File: config.mk
export PLATFORM = sky130hd
export DESIGN_NAME = risc16_multicycle_control
export DESIGN_NICKNAME = d
export VERILOG_FILES = /design/src/rtl/risc16_multicycle_control.sv
export SDC_FILE = /design/constraint.sdc
export NUM_CORES = 1
export LEC_CHECK = 0
export CORE_MARGIN = 4
export CORE_UTILIZATION = 42
export DETAILED_ROUTE_END_ITERATION = 10
export GPL_TIMING_DRIVEN = 0
export HOLD_SLACK_MARGIN = 0.02
export PLACE_DENSITY = 0.9
export REMOVE_ABC_BUFFERS = 1
export SYNTH_ARGS = -nofsm -noshare
export SYNTH_HDL_FRONTEND = slang
export SYNTH_SLANG_ARGS = --single-unit
export TNS_END_PERCENT = 10
File: constraint.sdc
create_clock -name clk -period 1.4 [get_ports clk]
set_input_delay 0.14 -clock clk [delete_from_list [all_inputs] [get_ports clk]]
set_output_delay 0.14 -clock clk [all_outputs]
set_load 0.005 [all_outputs]
File: src/rtl/risc16_multicycle_control.sv
`default_nettype none
// ============================================================================
// Module      : risc16_multicycle_control
// Description : Multi-cycle control FSM for a 16-bit RISC datapath. Sequences
//               fetch / decode / execute / memory / write-back, drives the
//               memory request handshakes with a bounded wait, and parks in a
//               sticky FAULT state on illegal opcodes or handshake timeouts.
// Revision    : 1.0 - initial release
// ============================================================================
module risc16_multicycle_control #(
    parameter int OP_LEN      = 3,
    parameter int CNT_W       = 4,
    parameter int ACK_TIMEOUT = 15
) (
    input  logic              clk,
    input  logic              rst,
    input  logic              pen,
    input  logic [OP_LEN-1:0] op,
    input  logic              eq,
    input  logic              i_ack,
    input  logic              d_ack,
    output logic              i_req,
    output logic              d_req,
    output logic              ir_wen,
    output logic              pc_wen,
    output logic              reg_wen,
    output logic              d_wen,
    output logic [1:0]        aluFunct,
    output logic              muxSrc1,
    output logic              muxSrc2,
    output logic              muxAddr2,
    output logic [1:0]        muxTrgt,
    output logic [1:0]        muxPc,
    output logic [2:0]        fsm_state,
    output logic              fault
);

    typedef enum logic [2:0] {
        S_IDLE   = 3'd0,
        S_FETCH  = 3'd1,
        S_DECODE = 3'd2,
        S_EXEC   = 3'd3,
        S_MEM    = 3'd4,
        S_WB     = 3'd5,
        S_FAULT  = 3'd6
    } state_t;

    localparam logic [2:0] c_OP_ADD  = 3'b000;
    localparam logic [2:0] c_OP_ADDI = 3'b001;
    localparam logic [2:0] c_OP_NAND = 3'b010;
    localparam logic [2:0] c_OP_LUI  = 3'b011;
    localparam logic [2:0] c_OP_SW   = 3'b100;
    localparam logic [2:0] c_OP_LW   = 3'b101;
    localparam logic [2:0] c_OP_BEQ  = 3'b110;
    localparam logic [2:0] c_OP_JALR = 3'b111;

    localparam logic [CNT_W-1:0] c_ACK_LIMIT = CNT_W'(ACK_TIMEOUT);

    state_t           state_q;
    logic [CNT_W-1:0] cnt_q;

    logic [2:0] w_op;
    logic       w_op_bad;
    logic       w_is_sw;
    logic       w_is_lw;
    state_t     w_retire_next;

    assign w_op    = op[2:0];
    assign w_is_sw = (w_op == c_OP_SW);
    assign w_is_lw = (w_op == c_OP_LW);

    // Where the FSM goes when the current instruction retires this cycle:
    // run enable is only honoured at instruction boundaries.
    assign w_retire_next = pen ? S_FETCH : S_IDLE;

    // Opcode bits above the base 3-bit ISA are reserved; any set bit is illegal.
    generate
        if (OP_LEN > 3) begin : g_wide_op
            assign w_op_bad = |op[OP_LEN-1:3];
        end else begin : g_base_op
            assign w_op_bad = 1'b0;
        end
    endgenerate

    // State sequencing and handshake wait counter. The counter is cleared on
    // every cycle that is not an unacknowledged FETCH/MEM wait, so it always
    // starts from zero on entry to either waiting state.
    always_ff @(posedge clk or posedge rst) begin
        if (rst) begin
            state_q <= S_IDLE;
            cnt_q   <= '0;
        end else begin
            cnt_q <= '0;
            case (state_q)
                S_IDLE: begin
                    if (pen) begin
                        state_q <= S_FETCH;
                    end
                end
                S_FETCH: begin
                    // An ack in the same cycle as the timeout wins.
                    if (i_ack) begin
                        state_q <= S_DECODE;
                    end else if (cnt_q == c_ACK_LIMIT) begin
                        state_q <= S_FAULT;
                    end else begin
                        cnt_q <= cnt_q + 1'b1;
                    end
                end
                S_DECODE: begin
                    state_q <= w_op_bad ? S_FAULT : S_EXEC;
                end
                S_EXEC: begin
                    case (w_op)
                        c_OP_SW, c_OP_LW:    state_q <= S_MEM;
                        c_OP_BEQ, c_OP_JALR: state_q <= w_retire_next;
                        default:             state_q <= S_WB;
                    endcase
                end
                S_MEM: begin
                    if (d_ack) begin
                        state_q <= w_is_sw ? w_retire_next : S_WB;
                    end else if (cnt_q == c_ACK_LIMIT) begin
                        state_q <= S_FAULT;
                    end else begin
                        cnt_q <= cnt_q + 1'b1;
                    end
                end
                S_WB: begin
                    state_q <= w_retire_next;
                end
                S_FAULT: begin
                    // Sticky: only reset leaves FAULT.
                    state_q <= S_FAULT;
                end
                default: begin
                    state_q <= S_IDLE;
                end
            endcase
        end
    end

    assign fsm_state = state_q;
    assign fault     = (state_q == S_FAULT);

    // Datapath controls decoded from the current state, opcode and acks; all
    // controls idle at zero so reset and FAULT drop every request and enable.
    always_comb begin
        i_req    = 1'b0;
        d_req    = 1'b0;
        ir_wen   = 1'b0;
        pc_wen   = 1'b0;
        reg_wen  = 1'b0;
        d_wen    = 1'b0;
        aluFunct = 2'b00;
        muxSrc1  = 1'b0;
        muxSrc2  = 1'b0;
        muxAddr2 = 1'b0;
        muxTrgt  = 2'b00;
        muxPc    = 2'b00;
        case (state_q)
            S_FETCH: begin
                i_req  = 1'b1;
                ir_wen = i_ack;
            end
            S_EXEC: begin
                case (w_op)
                    c_OP_ADD: begin
                        aluFunct = 2'b00;
                    end
                    c_OP_NAND: begin
                        aluFunct = 2'b01;
                    end
                    c_OP_ADDI: begin
                        muxSrc2 = 1'b1;
                    end
                    c_OP_LUI: begin
                        aluFunct = 2'b10;
                        muxSrc1  = 1'b1;
                    end
                    c_OP_SW, c_OP_LW: begin
                        muxSrc2  = 1'b1;
                        muxAddr2 = 1'b1;
                    end
                    c_OP_BEQ: begin
                        aluFunct = 2'b11;
                        muxAddr2 = 1'b1;
                        pc_wen   = 1'b1;
                        muxPc    = eq ? 2'b01 : 2'b00;
                    end
                    c_OP_JALR: begin
                        reg_wen = 1'b1;
                        muxTrgt = 2'b10;
                        pc_wen  = 1'b1;
                        muxPc   = 2'b10;
                    end
                endcase
            end
            S_MEM: begin
                d_req    = 1'b1;
                muxAddr2 = 1'b1;
                muxSrc2  = 1'b1;
                d_wen    = w_is_sw;
                // A store retires on its ack, advancing PC to PC+1.
                pc_wen   = d_ack & w_is_sw;
            end
            S_WB: begin
                reg_wen = 1'b1;
                muxTrgt = w_is_lw ? 2'b01 : 2'b00;
                pc_wen  = 1'b1;
            end
            default: begin
            end
        endcase
    end

endmodule
`default_nettype wire
==> metrics <==
R2R cell count=4; Worst-Skew Late Latency=approximately 270 ps; Slew @ Worst Pin=~400 ps; ANT nets after route=0; # fillers=96; CP required=between 1000 and 1500 ps; Pre-antenna DRT Iters=4; Slew Viols, Final=0; pwr dens=1670 mW/mm^2; sw power=roughly 0.74 mW; Max Fanout on Critical Path=2; row count=14; Initial Utilization=0.447; DRC errors left=0; R2R Setup Slk=-60 ps; Cell variety after synth=40; Worst EP arrival=roughly 1500 ps; Final Hold Vio Count=0; clk_skew=approximately 9.5 ps; Mapped Area=about 700 um^2; Synth Register Bits=7; final wirelength=2290 um; Cell Count, Final, Fillers Out=approximately 130; Worst VDD drop=1050 uV; met2 global-route usage=0.323; clk sinks=7; die width=48.3 um; cts hold-fix bufs=0; die area=0.00233 mm^2; TNS Setup=-1450 ps; CTS buffer count=3; met3 usage=0.0627; Max Root-Sink Buffers=2; CP endpoint kind=output port; vias in the first global route=788; CTS tree=built; Critical Path Start=fsm_state[2]; Via density=5.99; met1 global-route usage=0.293; Leak=about 0.50 nW; reported max-cap violation count=0; relative slew slack=0.736; Boundary Pins=28; total gr overflow=0; clock power share=0.105; failing checks=setup timing; ANT cells=0; busiest layer in global routing=met2; Placeable Area=around 0.0015 mm^2; startpoint types=register; endpoints failing setup=15; reg2reg start=cnt_q[0]; Synth Instances=79; Total GRT Usage=0.229; dpl cells=116; sequential area share after synthesis=0.257; initial antenna violation count=0; worst setup margin=-214 ps; EDFF count, synth=0; global-route wire length before repair=roughly 3600 um; share of layout cells above drive strength 1=0.504; FFs w/ async S/R, synth=1.00; Final Cycle Share=1.15; Logic pwr share=0.708; kind of critical path=register to output port; Yosys Warn Count=0; CTS H-tree lvls=1; Die Ht=between 40 and 50 um; Mapped Avg Cell Area=~8.6 um^2; CTS clock-pin slew for the worst setup and hold paths=approximately 50 ps; vias=approximately 800; unrepaired setup endpoints after global routing=true; Final min period=1610 ps; # port buffers=27; placed wire-length estimate=1330 um; CTS Root Cell=clkbuf_4; worst r2r dst=fsm_state[0]; Sw Ratio=0.410; Hold WC Path Type=primary input to asynchronous set/reset pin; upper clock frequency limit=~620 MHz; P&R area growth vs syn=58.8%; Reg power frac=0.188; critical path endpoint=reg_wen; drt wl/cell=around 17 um; status=finished with violations; internal power=1.07 mW; final layout net count=128; prevailing post-synth register cell=dfrtp_1; largest net degree at the start of global routing=15; initial drt markers=23; GP Congestion=approximately 0.74
## flip-flops by register name (all words and copies together), names as in the netlist
register   flops
cnt_q          4
fsm_state      3
## cells in the mapped netlist (2+ instances only)
master | n | share of area
xnor2_1 | 2 | 0.026
buf_6 | 5 | 0.083
a31oi_1 | 2 | 0.018
and3_1 | 2 | 0.018
nand2_1 | 4 | 0.022
o22ai_1 | 2 | 0.018
nand2b_1 | 2 | 0.018
nor3_1 | 4 | 0.029
o32ai_1 | 2 | 0.026
nor4b_1 | 2 | 0.026
nor3b_1 | 2 | 0.022
and2_1 | 2 | 0.018
a21oi_1 | 2 | 0.015
inv_1 | 5 | 0.028
dfrtp_1 | 7 | 0.26
nor2_1 | 10 | 0.055
## layout by cell type (no fill, tap or decap), types with 4 or more instances in the layout
cell type,n
buf_4,9
dfrtp_1,4
clkdlybuf4s50_1,5
nor2_1,8
inv_1,5
clkdlybuf4s15_2,4
buf_6,4
buf_2,13
## layout make-up
type	instances	area (um^2)	share of cell area
inverters	6	22.5	0.0208
multi-input cells	60	504	0.466
flip-flops and latches	7	179	0.166
well taps	16	20.0	0.0185
clock buffers	4	26.3	0.0243
repair buffers	40	329	0.304
## how the worst min path moves through the flow
stage	to	slack, ps	cells past startpoint
2_1_floorplan	cnt_q[0]	-60	1
3_3_place_gp	cnt_q[2]	380	2
3_5_place_dp	cnt_q[2]	390	2
4_1_cts	cnt_q[2]	100	2
5_1_grt	cnt_q[1]	120	2
6_report	cnt_q[2]	100	2
## power groups by stage
stage               combinational (mW)  clock (mW)  sequential (mW)
CTS                               1.21       0.193            0.334
global route                      1.38       0.212            0.346
global placement                 0.731           0            0.446
finish                            1.28       0.189            0.339
detailed placement               0.757           0            0.456
floorplan                        0.401           0            0.412
## repair_timing
action | CTS | global route
pin swaps | 11 | 3
gates resized for setup | 88 | 9
setup buffers | 12 | 1
gates cloned | 0 | 0
setup endpoints to repair | 20 | 22
## routing by layer
metal	up-vias	part of all wire	wire length [um]
li1	369	-	-
met1	386	0.41	931
met2	30	0.51	1160
met3	12	0.040	91
met4	0	0.045	104
met5	-	0	0
## kinds of logic (layout without fill, tap and decap cells)
family,count (synthesis),in the layout,synth area share
simple gates,38,38,0.358
fa+ha+maj,1,1,0.0184
buf+inv,12,50,0.127
mux,1,1,0.0147
compound gates,18,18,0.199
flops,7,7,0.257
xor+xnor,2,2,0.0257
## metrics by stage
| step | hold WS, ps | setup WS, ps | instance area (um^2) | util | total power [mW] |
|---|---|---|---|---|---|
| floorplan | -56.6 | -25.4 | 617 | - | 0.812 |
| global placement | 381 | -800 | 907 | 0.595 | 1.18 |
| detailed placement | 386 | -815 | 907 | 0.595 | 1.21 |
| CTS | 104 | -204 | 1060 | 0.693 | 1.73 |
| global route | 119 | -244 | 1080 | 0.709 | 1.94 |
| finish | 103 | -214 | 1080 | 0.709 | 1.81 |
## critical path, cell delays in order, from the launching register on
cell and delay [ps]:
dfrtp_2 420, or4_4 540, a21boi_2 120, buf_2 130
No activity file was read; power rests on OpenSTA's default activity.
